`src/rtl/bus_arbiter_if.sv`:
```
// Bus request/grant bundle between requesters (master side) and the arbiter (slave side).
interface bus_arbiter_if;
    logic [3:0] req;
    logic [3:0] grant;
    logic [1:0] sel;
    logic       enable;
    logic       busy;

    modport master (
        output req,
        input  grant,
        input  sel,
        input  enable,
        input  busy
    );

    modport slave (
        input  req,
        output grant,
        output sel,
        output enable,
        output busy
    );
endinterface

```
`src/rtl/bus_arbiter.sv`:
```
// Four-requester round-robin bus arbiter with a bounded hold time and a one-cycle
// undriven turnaround between owners; every output comes straight from a flop.
module bus_arbiter #(
    parameter int unsigned MAX_HOLD = 8
) (
    input  logic          clk,
    input  logic          rst_n,
    bus_arbiter_if.slave  bus
);

    typedef enum logic [1:0] {
        IDLE = 2'd0,
        OWN  = 2'd1,
        TURN = 2'd2
    } state_e;

    localparam logic [3:0] HOLD_MAX = 4'(MAX_HOLD);

    state_e     state_q, state_d;
    logic [3:0] grant_q, grant_d;
    logic [1:0] sel_q, sel_d;
    logic       enable_q, enable_d;
    logic       busy_q, busy_d;
    logic [3:0] hold_q, hold_d;
    logic [1:0] last_q, last_d;
    logic [1:0] rst_sync_q;

    logic       run;
    logic       win_found;
    logic [1:0] win_idx;
    logic [1:0] cand;
    logic       others;

    // Assertion is immediate; release is held off two edges so the FSM starts cleanly.
    always_ff @(posedge clk or negedge rst_n) begin
        if (!rst_n) begin
            rst_sync_q <= '0;
        end else begin
            rst_sync_q <= {rst_sync_q[0], 1'b1};
        end
    end

    assign run = rst_sync_q[1];

    // Searching last_q+1..last_q+4 makes the previous owner the lowest priority.
    always_comb begin
        win_found = 1'b0;
        win_idx   = last_q;
        cand      = last_q;
        for (int unsigned i = 1; i <= 4; i++) begin
            cand = last_q + 2'(i);
            if (!win_found && bus.req[cand]) begin
                win_found = 1'b1;
                win_idx   = cand;
            end
        end
    end

    always_comb begin
        state_d  = state_q;
        grant_d  = grant_q;
        sel_d    = sel_q;
        enable_d = enable_q;
        busy_d   = busy_q;
        hold_d   = hold_q;
        last_d   = last_q;
        others   = |(bus.req & ~grant_q);

        case (state_q)
            IDLE, TURN: begin
                if (win_found) begin
                    state_d  = OWN;
                    grant_d  = 4'b0001 << win_idx;
                    sel_d    = win_idx;
                    enable_d = 1'b1;
                    busy_d   = 1'b1;
                    hold_d   = 4'd1;
                    last_d   = win_idx;
                end else begin
                    state_d  = IDLE;
                    grant_d  = '0;
                    enable_d = 1'b0;
                    busy_d   = 1'b0;
                    hold_d   = '0;
                end
            end
            OWN: begin
                if (!bus.req[sel_q] || (hold_q == HOLD_MAX && others)) begin
                    state_d  = TURN;
                    grant_d  = '0;
                    enable_d = 1'b0;
                    busy_d   = 1'b1;
                    hold_d   = '0;
                end else if (hold_q != HOLD_MAX) begin
                    hold_d = hold_q + 4'd1;
                end
            end
            default: begin
                state_d  = IDLE;
                grant_d  = '0;
                enable_d = 1'b0;
                busy_d   = 1'b0;
                hold_d   = '0;
            end
        endcase
    end

    always_ff @(posedge clk or negedge rst_n) begin
        if (!rst_n) begin
            state_q  <= IDLE;
            grant_q  <= '0;
            sel_q    <= '0;
            enable_q <= 1'b0;
            busy_q   <= 1'b0;
            hold_q   <= '0;
            last_q   <= 2'd3;
        end else if (run) begin
            state_q  <= state_d;
            grant_q  <= grant_d;
            sel_q    <= sel_d;
            enable_q <= enable_d;
            busy_q   <= busy_d;
            hold_q   <= hold_d;
            last_q   <= last_d;
        end
    end

    assign bus.grant  = grant_q;
    assign bus.sel    = sel_q;
    assign bus.enable = enable_q;
    assign bus.busy   = busy_q;

endmodule

```
`src/flat_wrapper.sv`:
```
// flat-port wrapper written by rule: the top's interface ports become plain ports
module bus_arbiter_flat 
#(
    parameter int unsigned MAX_HOLD = 8
)
  (clk, rst_n, bus_req, bus_grant, bus_sel, bus_enable, bus_busy);
  bus_arbiter_if bus_i ();
  input  logic clk;
  input  logic rst_n;
  input wire logic [$bits(bus_i.req)-1:0] bus_req;
  output wire logic [$bits(bus_i.grant)-1:0] bus_grant;
  output wire logic [$bits(bus_i.sel)-1:0] bus_sel;
  output wire logic [$bits(bus_i.enable)-1:0] bus_enable;
  output wire logic [$bits(bus_i.busy)-1:0] bus_busy;
  assign bus_i.req = bus_req;
  assign bus_grant = bus_i.grant;
  assign bus_sel = bus_i.sel;
  assign bus_enable = bus_i.enable;
  assign bus_busy = bus_i.busy;
  bus_arbiter #(.MAX_HOLD(MAX_HOLD)) u_core (.clk(clk), .rst_n(rst_n), .bus(bus_i));
endmodule
```
`config.mk`:
```
export PLATFORM = sky130hd
export DESIGN_NAME = bus_arbiter_flat
export DESIGN_NICKNAME = d
export VERILOG_FILES = /design/src/rtl/bus_arbiter_if.sv /design/src/rtl/bus_arbiter.sv /design/src/flat_wrapper.sv
export SDC_FILE = /design/constraint.sdc
export NUM_CORES = 1
export LEC_CHECK = 0
export CAP_MARGIN = 25
export CORE_UTILIZATION = 45
export CTS_BUF_LIST = sky130_fd_sc_hd__clkbuf_2 sky130_fd_sc_hd__clkbuf_4 sky130_fd_sc_hd__clkbuf_8
export DETAILED_ROUTE_END_ITERATION = 16
export MAX_ROUTING_LAYER = met4
export PLACE_DENSITY = 0.64
export REMOVE_ABC_BUFFERS = 1
export SYNTH_ARGS = -nofsm -noshare
export SYNTH_HDL_FRONTEND = slang
export SYNTH_SLANG_ARGS = --single-unit
```
`constraint.sdc`:
```
create_clock -name clk -period 4.9 [get_ports clk]
set_input_delay 0.735 -clock clk [delete_from_list [all_inputs] [get_ports clk]]
set_output_delay 0.735 -clock clk [all_outputs]
set_load 0.02 [all_outputs]
```
Word level (Yosys, flattened, before mapping). Index checks and enable logic that the tools add are counted.

Output and inout bits: 8. Flip-flop bits (word level): 18. Bits of input ports: 6. Logic and storage cells: 74.

Shift-type cells: 1. Equal/unequal tests: 6. $lt $le $gt $ge: 5. Add/sub/neg operators: 4. Reduce and logical (&&, ||, !) cells: 15. Bitwise operators: 2. Multiplexer cells: 33.

Operators with widths (count): 4-bit 2-to-1 mux (4); 4-bit one-hot mux with 2 select lines (2); 2-bit by 3-bit less-than comparator with 1-bit output (second input constant) (5); 1-bit 2-to-1 mux (14); 1-bit binary-select mux with 2-bit select (5); 2-bit 2-to-1 mux (5); 2-bit adder (second input constant) (2); 4-bit by 1-bit adder with 4-bit output (second input constant) (1); 4-bit AND (1); 4-bit == test (second input constant) (1); 1-bit logical AND (4); 1-bit zero test (4); 4-bit inequality test (second input constant) (1); 4-bit NOT (1); 1-bit one-hot mux with 2 select lines (2); 2-bit one-hot mux with 2 select lines (1); 2-bit AND reduction (2); 4-bit OR reduction (1); 1-bit by 2-bit left shift with 4-bit output (first input constant) (1); 3-bit by 1-bit inequality test with 1-bit output (second input constant) (1); 3-bit AND reduction (1); 2-bit by 1-bit adder with 2-bit output (second input constant) (1); 2-bit by 1-bit == test with 1-bit output (second input constant) (1); 2-bit == test (second input constant) (1); 4 further kinds (4).

Longest topological paths before layout. Gate-level depths: netlist of the first run.

Word-level depth: 16. Mapped depth: 6. Gate-level depth less buffers: 6.

Worst setup path after synthesis of the first run. OpenSTA, ideal clock, no wires.

Path type: input -> register. From: in bus_req[2]. To: reg u_core.grant_q[2] (netlist: u_core.bus.grant[2]). Path slack: 2.899 ns. Arrival time: 1.880 ns. Library setup time: 0.121 ns. Required time: 4.779 ns. Buffers on the path: 1. Stages on the path: 5. Path through: or4_4 > and3_4 > buf_6 > o211a_2 > a22o_1.

Longest elaborated chain between the ends: 15. Elaborated cells on any way between the ends: 34. Those cells by class: 1 x eq/ne; 1 x shift; 20 x mux; 1 x bitwise; 11 x reduce/logical.

Ends and longest elaborated chain: start, declared (line flat_wrapper.sv:10) `input wire logic [$bits(bus_i.req)-1:0] bus_req;`; 1-bit binary-select mux with 2-bit select (line bus_arbiter.sv:52) `if (!win_found && bus.req[cand]) begin`; 1-bit 2-to-1 mux (implied by the code) (line bus_arbiter.sv:52); 1-bit 2-to-1 mux (line bus_arbiter.sv:52); 1-bit zero test (line bus_arbiter.sv:52); 1-bit logical AND (line bus_arbiter.sv:52); 1-bit 2-to-1 mux (line bus_arbiter.sv:52); 1-bit zero test (line bus_arbiter.sv:52); 1-bit logical AND (line bus_arbiter.sv:52); 1-bit 2-to-1 mux (line bus_arbiter.sv:52); 1-bit zero test (line bus_arbiter.sv:52); 1-bit logical AND (line bus_arbiter.sv:52); 2-bit 2-to-1 mux (line bus_arbiter.sv:52); 1-bit by 2-bit left shift with 4-bit output (line bus_arbiter.sv:73) `grant_d = 4'b0001 << win_idx;`; 4-bit 2-to-1 mux (line bus_arbiter.sv:71) `if (win_found) begin`; 4-bit one-hot mux with 2 select lines (line bus_arbiter.sv:69) `case (state_q)`; end signal, assigned (line bus_arbiter.sv:119) `grant_q <= grant_d;`; end, declared (line bus_arbiter.sv:20) `logic [3:0] grant_q, grant_d;`.

Parallel ways exist; a longest one is shown, timed or not. The select of a mux whose other input is x is not followed. A chain may end at the register's enable or synchronous reset.

Worst setup path in the final report of the first run.
From: in bus_req[3]. To: reg u_core.grant_q[2] (netlist: u_core.bus.grant[2]).

Same word-level chain as after synthesis.

==> results.yml, run 1 <==
run_status:
  status: "finished clean"
floorplanning:
  fp.dieW_um: 48.3
  coreArea_um2: 1980
  initial_core_util: 0.487
  ios: 14
  rows: 16
  die_area_um2: 2330
  die_h_um: 48.3
run:
  maxCapViolations: 0
timing:
  rsz0062_at_grt: "false"
  skew_ns: 0.0137
  tightest_slew_ns: 0.797
  slew-limit-headroom: 0.467
  finalSetupTns_ns: 0
  max_freq_ghz: 0.451
  finalCriticalPeriod_ns: 2.21
  setup_violations: 0
  finalMaxSlewViolations: 0
  hold_viol_final: 0
  holdWs_ns: 0.356
  fin_crit_sh: 0.452
final_layout:
  drive_above_1_share: 0.106
  nNetsFinal: 113
  area_delta_synth_final_pct: 19.1
  stdcell_area_um2: 1150
  antenna_cells: 0
min_path:
  holdPathStages: 0
  min_to: "u_core.rst_sync_q[1]"
  hp-class: "reg2reg"
  min_from: "u_core.rst_sync_q[0]"
place:
  gp_congestion: 0.838
  place_area_um2: 1110
  numPortBuffers: 13
  hpwl_um: 1550
global_routing:
  grt_max_degree: 19
  grt_pass1_vias: 820
  grt-ovfl-total: 0
  grt_usage: 0.209
  grt_first_pass_wirelength_um: 3700
  antenna_found_initial: 0
yosys:
  synth_top_cell_area_share: 0.415
  synth_area_leader_cell: "dfrtp_1"
  ys_ff_latch: 18
  synthMostInstantiatedCell: "dfrtp_1"
  synth-edff-count: 0
  ys_types: 39
  synth_cells: 89
  seq_area_frac_synth: 0.470
  netlist_top_cells_count: "16 x dfrtp_1, 6 x inv_1, 6 x nand2b_1"
  synth_warnings: 0
  syn-mean-instance-area_um2: 10.8
  ys.flop_type: "dfrtp_1"
  netlist_top_cells_area: "dfrtp_1 42%, dfstp_2 5.4%, nand2b_1 3.9%"
  synth_area_um2: 965
  async_flop_share: 1.00
cts:
  htree_levels: 1
  post_cts_buffers: 0
  ctsResizeCount: 0
  cts_buffers: 3
  root_buffer: "clkbuf_4"
  post_cts_hold_buffer_count: 0
  worstSkewPairLatency_ns: 0.29
  max-clock-path-buffers: 2
  clock_sinks: 18
  clk_pin_slew_ns: 0.10
  cts_tree: "yes"
routing:
  vias_per_cell: 5.93
  ant_nets: 0
  avgRoutedWirePerCell_um: 15.7
  highest_layer: "met4"
  wl_met1_um: 1010
  dr_wl_met2_um: 992
  drcViolationCount: 0
  wl_met3_um: 43
  firstDrtPassIters: 4
  drt_iter0_drc: 15
  vias: 777
  routed_wl_um: 2050
setup_path:
  r2r-end: "u_core.hold_q[0]"
  cp.required_ns: 5.08
  startpoint_type: "input port"
  cp_data_arrival_time_ns: 2.39
  end_kind: "register"
  worstSetupPathType: "in2reg"
  rr_worst_depth: 4
  r2r_slack_ns: 3.14
  reg2reg_from: "u_core.state_q[1]"
  critPathMaxFanout: 8
power_and_ir_drop:
  finalPower_mw: 0.668
  powerDensity_nw_per_um2: 582
  vdd_ir_drop_max_v: 0.000300
  power_leakage_nw: 0.503
==> state kept, by name, indices dropped and copies added (netlist names) <==
name               flops
u_core.bus.enable      1
u_core.hold_q          4
u_core.last_q          2
u_core.rst_sync_q      2
u_core.state_q         2
u_core.bus.sel         2
u_core.bus.busy        1
u_core.bus.grant       4
==> worst max-delay path: stages <==
cell	delay (ns)
clkdlybuf4s50_1	0.51
or4_4	0.56
and3_4	0.23
o211a_2	0.15
a22o_1	0.20
==> final cells by class <==
type                       instances  area, um2
clock buffer                       4       36.3
fill                             178        833
inverter                           6       22.5
multi-input combinational         63        473
sequential                        18        453
tap                               27       33.8
timing repair buffer              13        130
==> metal layers <==
layer / up-vias / track usage
met3: 2 / 0.0283
met2: 9 / 0.345
li1: 368 / -
met1: 398 / 0.276
met5: - / -
met4: 0 / 0.0441
==> layout by cell type (no fill, tap or decap), types with 2 or more instances in the layout <==
| cell type | n |
|---|---|
| nor2_1 | 4 |
| a21o_1 | 3 |
| o211ai_1 | 2 |
| clkbuf_4 | 3 |
| ha_1 | 2 |
| and3_1 | 2 |
| a21oi_1 | 4 |
| dfstp_2 | 2 |
| a22o_1 | 4 |
| nand2b_1 | 6 |
| nor2b_1 | 2 |
| clkdlybuf4s50_1 | 13 |
| o21ai_0 | 5 |
| dfrtp_1 | 16 |
| nand3b_1 | 2 |
| inv_1 | 6 |
| a32o_1 | 3 |
| mux2i_1 | 3 |
==> metrics by stage <==
stage / cells / worst slack, ns / util
3_5_place_dp: 127 / 2.38 / 0.561
6_report: 131 / 2.69 / 0.580
3_3_place_gp: 127 / 2.39 / 0.561
4_1_cts: 131 / 2.69 / 0.580
5_1_grt: 131 / 2.65 / 0.580
2_1_floorplan: 87 / 2.98 / -
==> how the worst max path moves through the flow <==
stage | slack [ns] | depth (start not counted) | end | start
after floorplan | 2.98 | 4 | u_core.bus.grant[2] | bus_req[2]
after global placement | 2.39 | 5 | u_core.bus.grant[3] | bus_req[3]
after detailed placement | 2.38 | 5 | u_core.bus.grant[3] | bus_req[2]
after CTS | 2.69 | 5 | u_core.bus.grant[2] | bus_req[2]
after global routing | 2.65 | 5 | u_core.bus.grant[2] | bus_req[2]
final | 2.69 | 5 | u_core.bus.grant[2] | bus_req[3]
==> kinds of logic (layout without fill, tap and decap cells) <==
| kind of cell | count (synthesis) | count (layout) | synth area share |
|---|---|---|---|
| adders and majority gates | 2 | 2 | 0.0259 |
| DFF | 18 | 18 | 0.470 |
| AOI/OAI and AO/OA | 35 | 35 | 0.281 |
| buffers and inverters | 8 | 23 | 0.0402 |
| and+or+nand+nor | 22 | 22 | 0.148 |
| other | 1 | 1 | 0.00389 |
| muxes | 3 | 3 | 0.0311 |
==> power breakdown <==
part | total, mW | switching (mW) | internal, mW
registers | 0.273 | 0.0625 | 0.211
clock network | 0.0909 | 0.0457 | 0.0452
logic | 0.304 | 0.157 | 0.147
total | 0.668 | 0.265 | 0.403
Note: power is estimated with default switching activity, not from simulation.
==> inputs of run 2 (changes only) <==
Clock period 4.9 ns to 2.05 ns, I/O delays scaled along.
==> run 2 against run 1 <==
  * Critical path type unchanged
  * Critical endpoint unchanged
  * Clock power rose by 140%
  * Routed wire length fell by 2.4%
  * Largest cell class unchanged
  * Highest routed layer unchanged
  * First-iteration DRC count rose by 47%
==> results.yml, run 2 (synthesis gave the netlist of run 1 again) <==
run_status:
  status: "finished clean"
setup_path:
  rr_worst_depth: 4
  critPathMaxFanout: 6
  end_kind: "register"
  worstSetupPathType: "in2reg"
  startpoint_type: "input port"
  cp_data_arrival_time_ns: 1.94
  cp.required_ns: 2.25
floorplanning:
  die_area_um2: 2330
  rows: 16
  ios: 14
  fp.dieW_um: 48.3
  die_h_um: 48.3
  coreArea_um2: 1980
  initial_core_util: 0.487
global_routing:
  grt_first_pass_wirelength_um: 3440
  antenna_found_initial: 0
  grt-ovfl-total: 0
  grt_pass1_vias: 736
  grt_max_degree: 19
  grt_usage: 0.203
place:
  hpwl_um: 1530
  numPortBuffers: 13
  gp_congestion: 0.881
power_and_ir_drop:
  switching_share: 0.392
  pwr-share-clk: 0.135
  p_sw_mw: 0.635
  powerDensity_nw_per_um2: 1360
  combPwrFrac: 0.472
  finalPower_mw: 1.62
  power_leakage_nw: 0.532
  p_int_mw: 0.986
  vdd_ir_drop_max_v: 0.000800
  seq_power_share: 0.393
routing:
  vias: 783
  avgRoutedWirePerCell_um: 14.6
  firstDrtPassIters: 4
  vias_per_cell: 5.72
  routed_wl_um: 2000
  ant_nets: 0
  drt_iter0_drc: 22
  drcViolationCount: 0
cts:
  max-clock-path-buffers: 2
  post_cts_buffers: 0
  cts_tree: "yes"
  cts_buffers: 3
  root_buffer: "clkbuf_4"
  ctsResizeCount: 0
  clk_pin_slew_ns: 0.10
  post_cts_hold_buffer_count: 0
  worstSkewPairLatency_ns: 0.30
  clock_sinks: 18
  htree_levels: 1
timing:
  hold_viol_final: 0
  rsz0062_at_grt: "false"
  fin_crit_sh: 0.849
  setup_violations: 0
  skew_ns: 0.00554
  finalMaxSlewViolations: 0
  max_freq_ghz: 0.575
  finalSetupTns_ns: 0
  finalCriticalPeriod_ns: 1.74
final_layout:
  nNetsFinal: 119
  area_delta_synth_final_pct: 23.7
  ff_latch_area_um2: 453
  multiInputGateArea_um2: 473
  final_common_cell: "dfrtp_1"
  layout_common_cells: "16 x dfrtp_1, 13 x clkdlybuf4s50_1, 6 x inv_1, 6 x nand2b_1, 6 x buf_4"
  antenna_cells: 0
  fill_cells: 165
  drive_above_1_share: 0.155
min_path:
  hp-class: "in2async"
run:
  maxCapViolations: 0
==> run 2: changes by cell type in the layout (fill, tap and decap cells not counted), sizes merged <==
cell	change
buf	+6
==> run 2: worst paths after layout <==
path | slack, ns | endpoint | from
max in group asynchronous | 1.47 | u_core.last_q[0] | rst_n
min | 0.32 | u_core.bus.grant[2] | rst_n
max reg2reg | 0.33 | u_core.hold_q[0] | u_core.state_q[1]
max | 0.31 | u_core.bus.grant[2] | bus_req[2]
min in group clk | 0.36 | u_core.rst_sync_q[1] | u_core.rst_sync_q[0]
min reg2reg | 0.36 | u_core.rst_sync_q[1] | u_core.rst_sync_q[0]
==> run 2: routing by layer <==
layer / wire, um / vias up / global-route usage
li1: - / 383 / -
met1: 1020 / 375 / 0.266
met2: 852 / 20 / 0.305
met3: 106 / 5 / 0.0597
met4: 25 / 0 / 0.0588
met5: 0 / - / -
==> run 2: final cells by class <==
cell class,count,share of cell area
clock buffers,4,0.0304
inverters,6,0.0189
multi-input cells,63,0.396
well taps,27,0.0283
flip-flops and latches,18,0.379
repair buffers,19,0.147
==> run 2: metrics by stage <==
stage	std cells	hold slack (ns)	instance area [um2]	setup slack (ns)	util
after floorplan	87	0.0119	948	0.397	-
after global placement	133	0.335	1160	0.0293	0.584
after detailed placement	133	0.340	1160	-0.0179	0.584
after CTS	137	0.324	1190	0.316	0.602
after global routing	137	0.321	1190	0.217	0.602
final	137	0.322	1190	0.310	0.602
==> run 2: power groups by stage <==
stage | sequential (mW) | combinational [mW] | clock, mW
2_1_floorplan | 0.707 | 0.381 | 0
3_3_place_gp | 0.640 | 0.762 | 0
3_5_place_dp | 0.641 | 0.762 | 0
4_1_cts | 0.637 | 0.766 | 0.230
5_1_grt | 0.661 | 0.838 | 0.245
6_report | 0.638 | 0.765 | 0.219
==> run 2: worst max-delay path, cell delays in order <==
cell and delay, ns:
clkdlybuf4s50_1 0.49, or4_4 0.58, and3_4 0.22, o211a_2 0.14, a22o_1 0.20
